==> src/rtl/matmul_pkg.sv <==
`default_nettype none
// ============================================================================
// Module   : matmul_pkg
// Brief    : Shared defaults and FSM state encoding for the matmul sequencer.
// Revision : 1.0 - initial release
// ============================================================================
package matmul_pkg;

    localparam int DEFAULT_N  = 4;
    localparam int DEFAULT_IW = 3;

    typedef enum logic [1:0] {
        ST_IDLE  = 2'd0,
        ST_RUN   = 2'd1,
        ST_DRAIN = 2'd2,
        ST_DONE  = 2'd3
    } state_t;

endpackage
`default_nettype wire

==> src/rtl/idx_counter.sv <==
`default_nettype none
// ============================================================================
// Module   : idx_counter
// Brief    : Modulo-N index counter with count enable and wrap flag, so
//            several instances can be chained through o_wrap -> i_ce.
// Revision : 1.0 - initial release
// ============================================================================
module idx_counter #(
    parameter int N  = 4,
    parameter int IW = 3
) (
    input  logic          clk,
    input  logic          mr,
    input  logic          i_ce,
    output logic [IW-1:0] o_count,
    output logic          o_wrap
);

    localparam logic [IW-1:0] c_MAX = IW'(N - 1);

    logic [IW-1:0] r_count;
    logic          w_at_max;

    assign w_at_max = (r_count == c_MAX);
    assign o_wrap   = i_ce & w_at_max;
    assign o_count  = r_count;

    // Advance on enable, returning to zero after the last index.
    always_ff @(posedge clk or posedge mr) begin
        if (mr) begin
            r_count <= '0;
        end else if (i_ce) begin
            r_count <= w_at_max ? '0 : r_count + 1'b1;
        end
    end

endmodule
`default_nettype wire

==> src/rtl/matmul_sequencer.sv <==
`default_nettype none
// ============================================================================
// Module   : matmul_sequencer
// Brief    : Sequences the N^3 operand reads of an NxN matrix multiply,
//            generates MAC strobes one cycle later and result writes one
//            cycle after the last product of each output element.
// Revision : 1.0 - initial release
// ============================================================================
module matmul_sequencer
    import matmul_pkg::*;
#(
    parameter int N  = DEFAULT_N,
    parameter int IW = DEFAULT_IW
) (
    input  logic          clk,
    input  logic          mr,
    input  logic          start,
    input  logic          stall,
    output logic          busy,
    output logic          done,
    output logic          rd_en,
    output logic [IW-1:0] row,
    output logic [IW-1:0] col,
    output logic [IW-1:0] k,
    output logic          mac_en,
    output logic          mac_clr,
    output logic          mac_last,
    output logic          wr_en,
    output logic [IW-1:0] wr_row,
    output logic [IW-1:0] wr_col
);

    localparam logic [IW-1:0] c_LAST = IW'(N - 1);

    state_t        r_state;
    state_t        w_next;
    logic          r_drain_cnt;
    logic          w_rd_en;
    logic          w_k_wrap;
    logic          w_col_wrap;
    logic          w_row_wrap;
    logic [IW-1:0] w_row;
    logic [IW-1:0] w_col;
    logic [IW-1:0] w_k;

    logic          r_mac_en;
    logic          r_mac_clr;
    logic          r_mac_last;
    logic [IW-1:0] r_mac_row;
    logic [IW-1:0] r_mac_col;
    logic          r_wr_en;
    logic [IW-1:0] r_wr_row;
    logic [IW-1:0] r_wr_col;

    // A read is issued every RUN cycle the operand source is ready.
    assign w_rd_en = (r_state == ST_RUN) & ~stall;

    // k advances fastest; col and row step only when the inner index wraps.
    idx_counter #(.N(N), .IW(IW)) u_k_cnt (
        .clk    (clk),
        .mr     (mr),
        .i_ce   (w_rd_en),
        .o_count(w_k),
        .o_wrap (w_k_wrap)
    );

    idx_counter #(.N(N), .IW(IW)) u_col_cnt (
        .clk    (clk),
        .mr     (mr),
        .i_ce   (w_k_wrap),
        .o_count(w_col),
        .o_wrap (w_col_wrap)
    );

    idx_counter #(.N(N), .IW(IW)) u_row_cnt (
        .clk    (clk),
        .mr     (mr),
        .i_ce   (w_col_wrap),
        .o_count(w_row),
        .o_wrap (w_row_wrap)
    );

    // State register.
    always_ff @(posedge clk or posedge mr) begin
        if (mr) begin
            r_state <= ST_IDLE;
        end else begin
            r_state <= w_next;
        end
    end

    // Next-state logic; the row wrap marks the read at (N-1,N-1,N-1).
    always_comb begin
        w_next = r_state;
        case (r_state)
            ST_IDLE:  if (start)       w_next = ST_RUN;
            ST_RUN:   if (w_row_wrap)  w_next = ST_DRAIN;
            ST_DRAIN: if (r_drain_cnt) w_next = ST_DONE;
            ST_DONE:                   w_next = ST_IDLE;
            default:                   w_next = ST_IDLE;
        endcase
    end

    // Two-cycle DRAIN timer, lets the last product reach the write stage.
    always_ff @(posedge clk or posedge mr) begin
        if (mr) begin
            r_drain_cnt <= 1'b0;
        end else begin
            r_drain_cnt <= (r_state == ST_DRAIN) ? ~r_drain_cnt : 1'b0;
        end
    end

    // MAC stage: read strobe and its k-position flags delayed one cycle.
    always_ff @(posedge clk or posedge mr) begin
        if (mr) begin
            r_mac_en   <= 1'b0;
            r_mac_clr  <= 1'b0;
            r_mac_last <= 1'b0;
            r_mac_row  <= '0;
            r_mac_col  <= '0;
        end else begin
            r_mac_en   <= w_rd_en;
            r_mac_clr  <= w_rd_en & (w_k == '0);
            r_mac_last <= w_rd_en & (w_k == c_LAST);
            r_mac_row  <= w_row;
            r_mac_col  <= w_col;
        end
    end

    // Write stage: the final product of an element triggers its write.
    always_ff @(posedge clk or posedge mr) begin
        if (mr) begin
            r_wr_en  <= 1'b0;
            r_wr_row <= '0;
            r_wr_col <= '0;
        end else begin
            r_wr_en <= r_mac_last;
            if (r_mac_last) begin
                r_wr_row <= r_mac_row;
                r_wr_col <= r_mac_col;
            end
        end
    end

    assign busy     = (r_state != ST_IDLE);
    assign done     = (r_state == ST_DONE);
    assign rd_en    = w_rd_en;
    assign row      = w_row;
    assign col      = w_col;
    assign k        = w_k;
    assign mac_en   = r_mac_en;
    assign mac_clr  = r_mac_clr;
    assign mac_last = r_mac_last;
    assign wr_en    = r_wr_en;
    assign wr_row   = r_wr_row;
    assign wr_col   = r_wr_col;

endmodule
`default_nettype wire

==> config.mk <==
export PLATFORM = sky130hd
export DESIGN_NAME = matmul_sequencer
export DESIGN_NICKNAME = d
export VERILOG_FILES = /design/src/rtl/matmul_pkg.sv /design/src/rtl/idx_counter.sv /design/src/rtl/matmul_sequencer.sv
export SDC_FILE = /design/constraint.sdc
export NUM_CORES = 1
export LEC_CHECK = 0
export CORE_MARGIN = 5
export CORE_UTILIZATION = 51
export CTS_BUF_LIST = sky130_fd_sc_hd__clkbuf_2 sky130_fd_sc_hd__clkbuf_4 sky130_fd_sc_hd__clkbuf_8
export CTS_CLUSTER_DIAMETER = 200
export DETAILED_ROUTE_END_ITERATION = 8
export HOLD_SLACK_MARGIN = 0.12
export PLACE_DENSITY = 0.81
export SLEW_MARGIN = 10
export SYNTH_ARGS = -nofsm -noshare
export SYNTH_HDL_FRONTEND = slang
export SYNTH_SLANG_ARGS = --single-unit
==> constraint.sdc <==
create_clock -name clk -period 2.65 [get_ports clk]
set_input_delay 0.3975 -clock clk [delete_from_list [all_inputs] [get_ports clk]]
set_output_delay 0.3975 -clock clk [all_outputs]
set_load 0.05 [all_outputs]
== Word-level counts from Yosys, hierarchy flattened ==
Cells that the tools add are included.

* Flip-flop bits (word level): 28
* Bits of input ports: 4
* Output and inout port bits: 22
* Word-level logic and storage cells: 44

* $add $sub $neg: 3
* Equal/unequal tests: 9
* Mux-type cells: 8
* Bitwise operators: 7
* Reduce and logical (&&, ||, !) cells: 4

{| class="wikitable"
|+ Operators by type and width
! operator !! number
|-
| $add 3x1->3 const B || 3
|-
| $eq 3x2->1 const B || 3
|-
| $mux 3 || 3
|-
| $pmux 2 s4 || 1
|-
| $mux 2 || 3
|-
| $and 1x1->1 || 5
|-
| $eq 2x2->1 const B || 2
|-
| $ne 2x2->1 const B || 2
|-
| $logic_not 3->1 || 1
|-
| $reduce_and 3->1 || 1
|-
| $eq 2x1->1 const B || 1
|-
| $logic_not 2->1 || 1
|-
| $ne 2x1->1 const B || 1
|-
| $not 1->1 || 2
|-
| $reduce_bool 2->1 || 1
|-
| $mux 1 || 1
|}

== Longest topological paths before layout ==
* Word-level depth: 7
* Gate-level depth with buffers: 6
* Mapped depth without buffers: 6

== By module ==
A second synthesis with hierarchy kept.

* Cells, all modules: 85
* Area total of the unflattened synthesis: 1146.1 um^2

{| class="wikitable"
|+ Modules (own cells, without submodules)
! module !! instances !! cells an instance !! area an instance (um^2) !! sequential area each (um^2)
|-
| matmul_sequencer || 1 || 46 || 714.4 || 475.5
|-
| idx_counter || 3 || 13 || 143.9 || 75.1
|}

== Worst setup path after synthesis ==
Ideal clock, no wire load.

* Kind: reg-to-reg
* From: reg u_k_cnt.r_count[1], in the netlist u_k_cnt.o_count[1]
* To: reg r_state[1]
* Setup time: 128 ps
* Data arrival time: 2062 ps
* Required time: 2522 ps
* Slack: 460 ps
* Cell stages (with the launch flop): 6
* Buffers on the path: 0
* Clock period less this slack: 2190 ps
* Cell sequence: dfrtp_1 -> ha_1 -> nand4bb_4 -> or3_4 -> a221oi_2 -> mux2_1

* Cells in the longest elaborated chain, start to end: 6

{| class="wikitable"
|+ Ends and longest elaborated chain
! item !! line !! RTL
|-
| from (decl) || idx_counter.sv:21 || <nowiki>logic [IW-1:0] r_count;</nowiki>
|-
| from (signal assigned) || idx_counter.sv:33 || <nowiki>r_count <= w_at_max ? '0 : r_count + 1'b1;</nowiki>
|-
| $eq 3x2->1 || idx_counter.sv:24 || <nowiki>assign w_at_max = (r_count == c_MAX);</nowiki>
|-
| $and 1x1->1 (3 in a row) || idx_counter.sv:25 || <nowiki>assign o_wrap = i_ce & w_at_max;</nowiki>
|-
| $ne 2x1->1 (no line) || - ||
|-
| $reduce_and 3->1 (no line) || - ||
|-
| to (signal assigned) || matmul_sequencer.sv:88 || <nowiki>r_state <= w_next;</nowiki>
|-
| to (decl) || matmul_sequencer.sv:35 || <nowiki>state_t r_state;</nowiki>
|}

Every way passes these cells.
A chain may end at the register's enable or synchronous reset.

== Worst setup path in the final report ==
* From: reg r_state[0]
* To: out busy

* Cells in the longest elaborated chain, start to end: 1

{| class="wikitable"
|+ Ends and longest elaborated chain
! item !! line !! RTL
|-
| $reduce_bool 2->1 || matmul_sequencer.sv:145 || <nowiki>assign busy = (r_state != ST_IDLE);</nowiki>
|-
| to (decl) || matmul_sequencer.sv:19 || <nowiki>output logic busy,</nowiki>
|}

Every way passes these cells.

==> results by group <==
CTS
  – Clk_lat worst skew: ~0.31 ns
  – Clock buffer depth: 2
  – Post-CTS setup buffers: 0
  – Post-cts resize count: 0
  – CTS H-tree lvls: 1
  – CTS Sinks: 28
  – Num CTS Buffers: 3
  – Reg clk slew, reported paths: approximately 0.14 ns
  – Root Buffer: clkbuf_4
  – TritonCTS clock tree: done
  – Count of hold-fix buffers inserted at cts: 0

Timing
  – Setup Total Neg Slack: 0 ns
  – Relative slew slack: 66.02%
  – Max Clock Skew: just over 0.003 ns
  – Final slew viol count: 0
  – Min Clock Period, post-route: 2.328 ns
  – Final WS setup: roughly 0.32 ns
  – # setup viols final: 0
  – Final Cycle Share: between 80% and 90%
  – Least-Margin Pin Slew: just over 0.5 ns
  – RSZ-0062 raised after global routing: false
  – Final Hold Viols: 0
  – Peak Freq: 429.5 MHz

Synthesis
  – Post-synth net total: slightly below 100
  – Post-synth cell types: 20
  – Cells after synthesis: 85
  – Yosys warnings: 0
  – Mapped cell area: between 0.001 and 0.0015 mm²
  – Syn Area/Cell: 13.31 µm²
  – Seq/Total Area, Yosys: between 60% and 70%
  – Synth Register Bits: 28

Global route
  – Vias in the first global route: between 700 and 800
  – GRT Util Overall: between 10% and 20%
  – Largest net degree at the start of global routing: 29
  – First-pass GRT wire length: around 3.2 mm
  – Initial antenna violation count: 0
  – Grt ovf: 0

Pwr
  – IR drop worst, VDD: between 0.8 and 0.9 mV
  – Flop pwr share: about two fifths
  – Net Sw Power: a little under 600 µW
  – Switching share of total power: between 30 and 40%
  – Total Power: approximately 1500 µW
  – PD cells: slightly above 1000 mW/mm²
  – Gate power share: roughly 44%
  – Clock power frac: between 10% and 20%
  – P_int: ~910 µW
  – Leak: 0.0007263 µW

Cells and area
  – Most common cell after layout, fill and taps aside: dfrtp_1
  – Most frequent cells in the layout: 28 x dfrtp_1, 24 x clkdlybuf4s50_1, 11 x inv_1
  – Final net count: around 130
  – Layout Utilization: 67.76%
  – Share of layout cells above drive strength 1: 14.04%
  – Diode count: 0
  – Syn-to-layout area delta: 29.98%

Detailed routing
  – Total number of vias: around 690
  – Drt via density: 4.852
  – Residual DRC: 0
  – Final wirelength: roughly 1.8 mm
  – WL/cell: approximately 12 µm
  – Drt pass-1 iters: 4
  – DRT antenna net count: 0
  – DR iter-0 viols: 5

Worst setup path
  – Worst path arrival time: ~1.9 ns
  – CP Launch Type: flip-flop
  – Worst EP required: 2.25 ns
  – Setup CP Type: flip-flop to primary output
  – Worst-path fanout max: 4
  – Crit path capture type: primary output

Floorplan
  – Die W: approximately 57 µm
  – # IOs: 26
  – Row Count: 17
  – Die height: about 57 µm
  – Starting Density: 52.13%
  – Die area: 0.003260 mm²
  – Core ar.: approximately 0.0022 mm²

Placed design
  – DP HPWL: around 1.3 mm
  – Dpl ws: around 0.38 ns
  – Port buffer count: 25
  – Routability cong.: a little over 0.7

Job
  – Max-Cap Viols: 0

Hold path
  – HP Class: input port to asynchronous set/reset pin

Run status
  – Status: finished, final reports clean
## final timing paths
kind	start	end	slack (ns)	depth (start not counted)
hold reg to reg	r_drain_cnt	r_drain_cnt	0.45	1
setup reg to reg	r_state[1]	r_state[1]	0.54	6
max in group asynchronous	mr	r_mac_row[1]	1.98	3
hold / removal	mr	wr_en	0.42	3
min in group clk	r_drain_cnt	r_drain_cnt	0.45	1
setup / recovery	r_state[0]	busy	0.32	4
## worst max-delay path: stages (launching register included)
cell	delay (ns)
dfrtp_1	0.42
inv_1	0.08
ha_1	0.25
inv_1	0.07
clkdlybuf4s50_1	0.79
## cells in the mapped netlist
cell       number  area [µm²]
or3_4           1       11.26
nor2b_1         1       6.260
and3_1          1       6.260
or2_1           1       6.260
nand4bb_4       1       27.53
inv_1          11       41.29
or2b_1          1       7.510
dfrtp_1        28       700.7
ha_1            8       100.1
clkbuf_1        1       3.750
nand2b_1        3       18.77
a21boi_0        1       7.510
mux2_2          7       78.83
nand2_1         8       30.03
o21ai_0         5       25.02
o21a_1          2       15.01
a21oi_1         2       10.01
a221oi_2        1       15.01
a211o_1         1       8.760
mux2_1          1       11.26
## sequential cells by signal (all words and copies together), names as in the netlist
signal	count
mac_clr	1
mac_en	1
mac_last	1
r_drain_cnt	1
r_mac_col	3
r_mac_row	3
r_state	2
u_col_cnt.o_count	3
u_k_cnt.o_count	3
u_row_cnt.o_count	3
wr_col	3
wr_en	1
wr_row	3
## power by group through the flow
stage / clock network, µW / logic (µW) / registers, µW
6_report: 268 / 665 / 575
5_1_grt: 300 / 718 / 593
4_1_cts: 276 / 675 / 577
3_5_place_dp: 0 / 672 / 586
3_3_place_gp: 0 / 657 / 582
2_1_floorplan: 0 / 304 / 753
## layer usage
metal / vias up / track usage, % / wire, µm / part of all wire, %
met2: 19 / 23.16 / 887 / 50
met4: 0 / 3.974 / 0 / 0
met1: 333 / 13.95 / 782 / 44
met5: - / 0 / 0 / 0
met3: 0 / 2.262 / 90 / 5.1
li1: 337 / - / - / -
## final cells by class
class | instances | area, µm²
tap | 28 | 35.03
timing repair buffer | 26 | 255.2
clock inverter | 1 | 30.03
fill | 186 | 699.4
sequential | 28 | 700.7
multi-input combinational | 45 | 385.4
clock buffer | 3 | 22.52
inverter | 11 | 41.29
## stage by stage
step / hold WS (ns) / cell area (µm²) / cells
after floorplan: 0.3969 / 1131 / 85
after global placement: 0.4038 / 1418 / 138
after detailed placement: 0.4105 / 1418 / 138
after CTS: 0.4249 / 1470 / 142
after global routing: 0.4441 / 1470 / 142
final: 0.4187 / 1470 / 142
## cells by family after synthesis
logic type	share of synthesized area, %
flip-flops	61.95
AO/OA/AOI/OAI	7.190
multiplexers	7.965
AND/OR/NAND/NOR	10.07
adder cells (fa/ha/maj)	8.850
buffers and inverters	3.982
(Power assumes the default switching activity.)
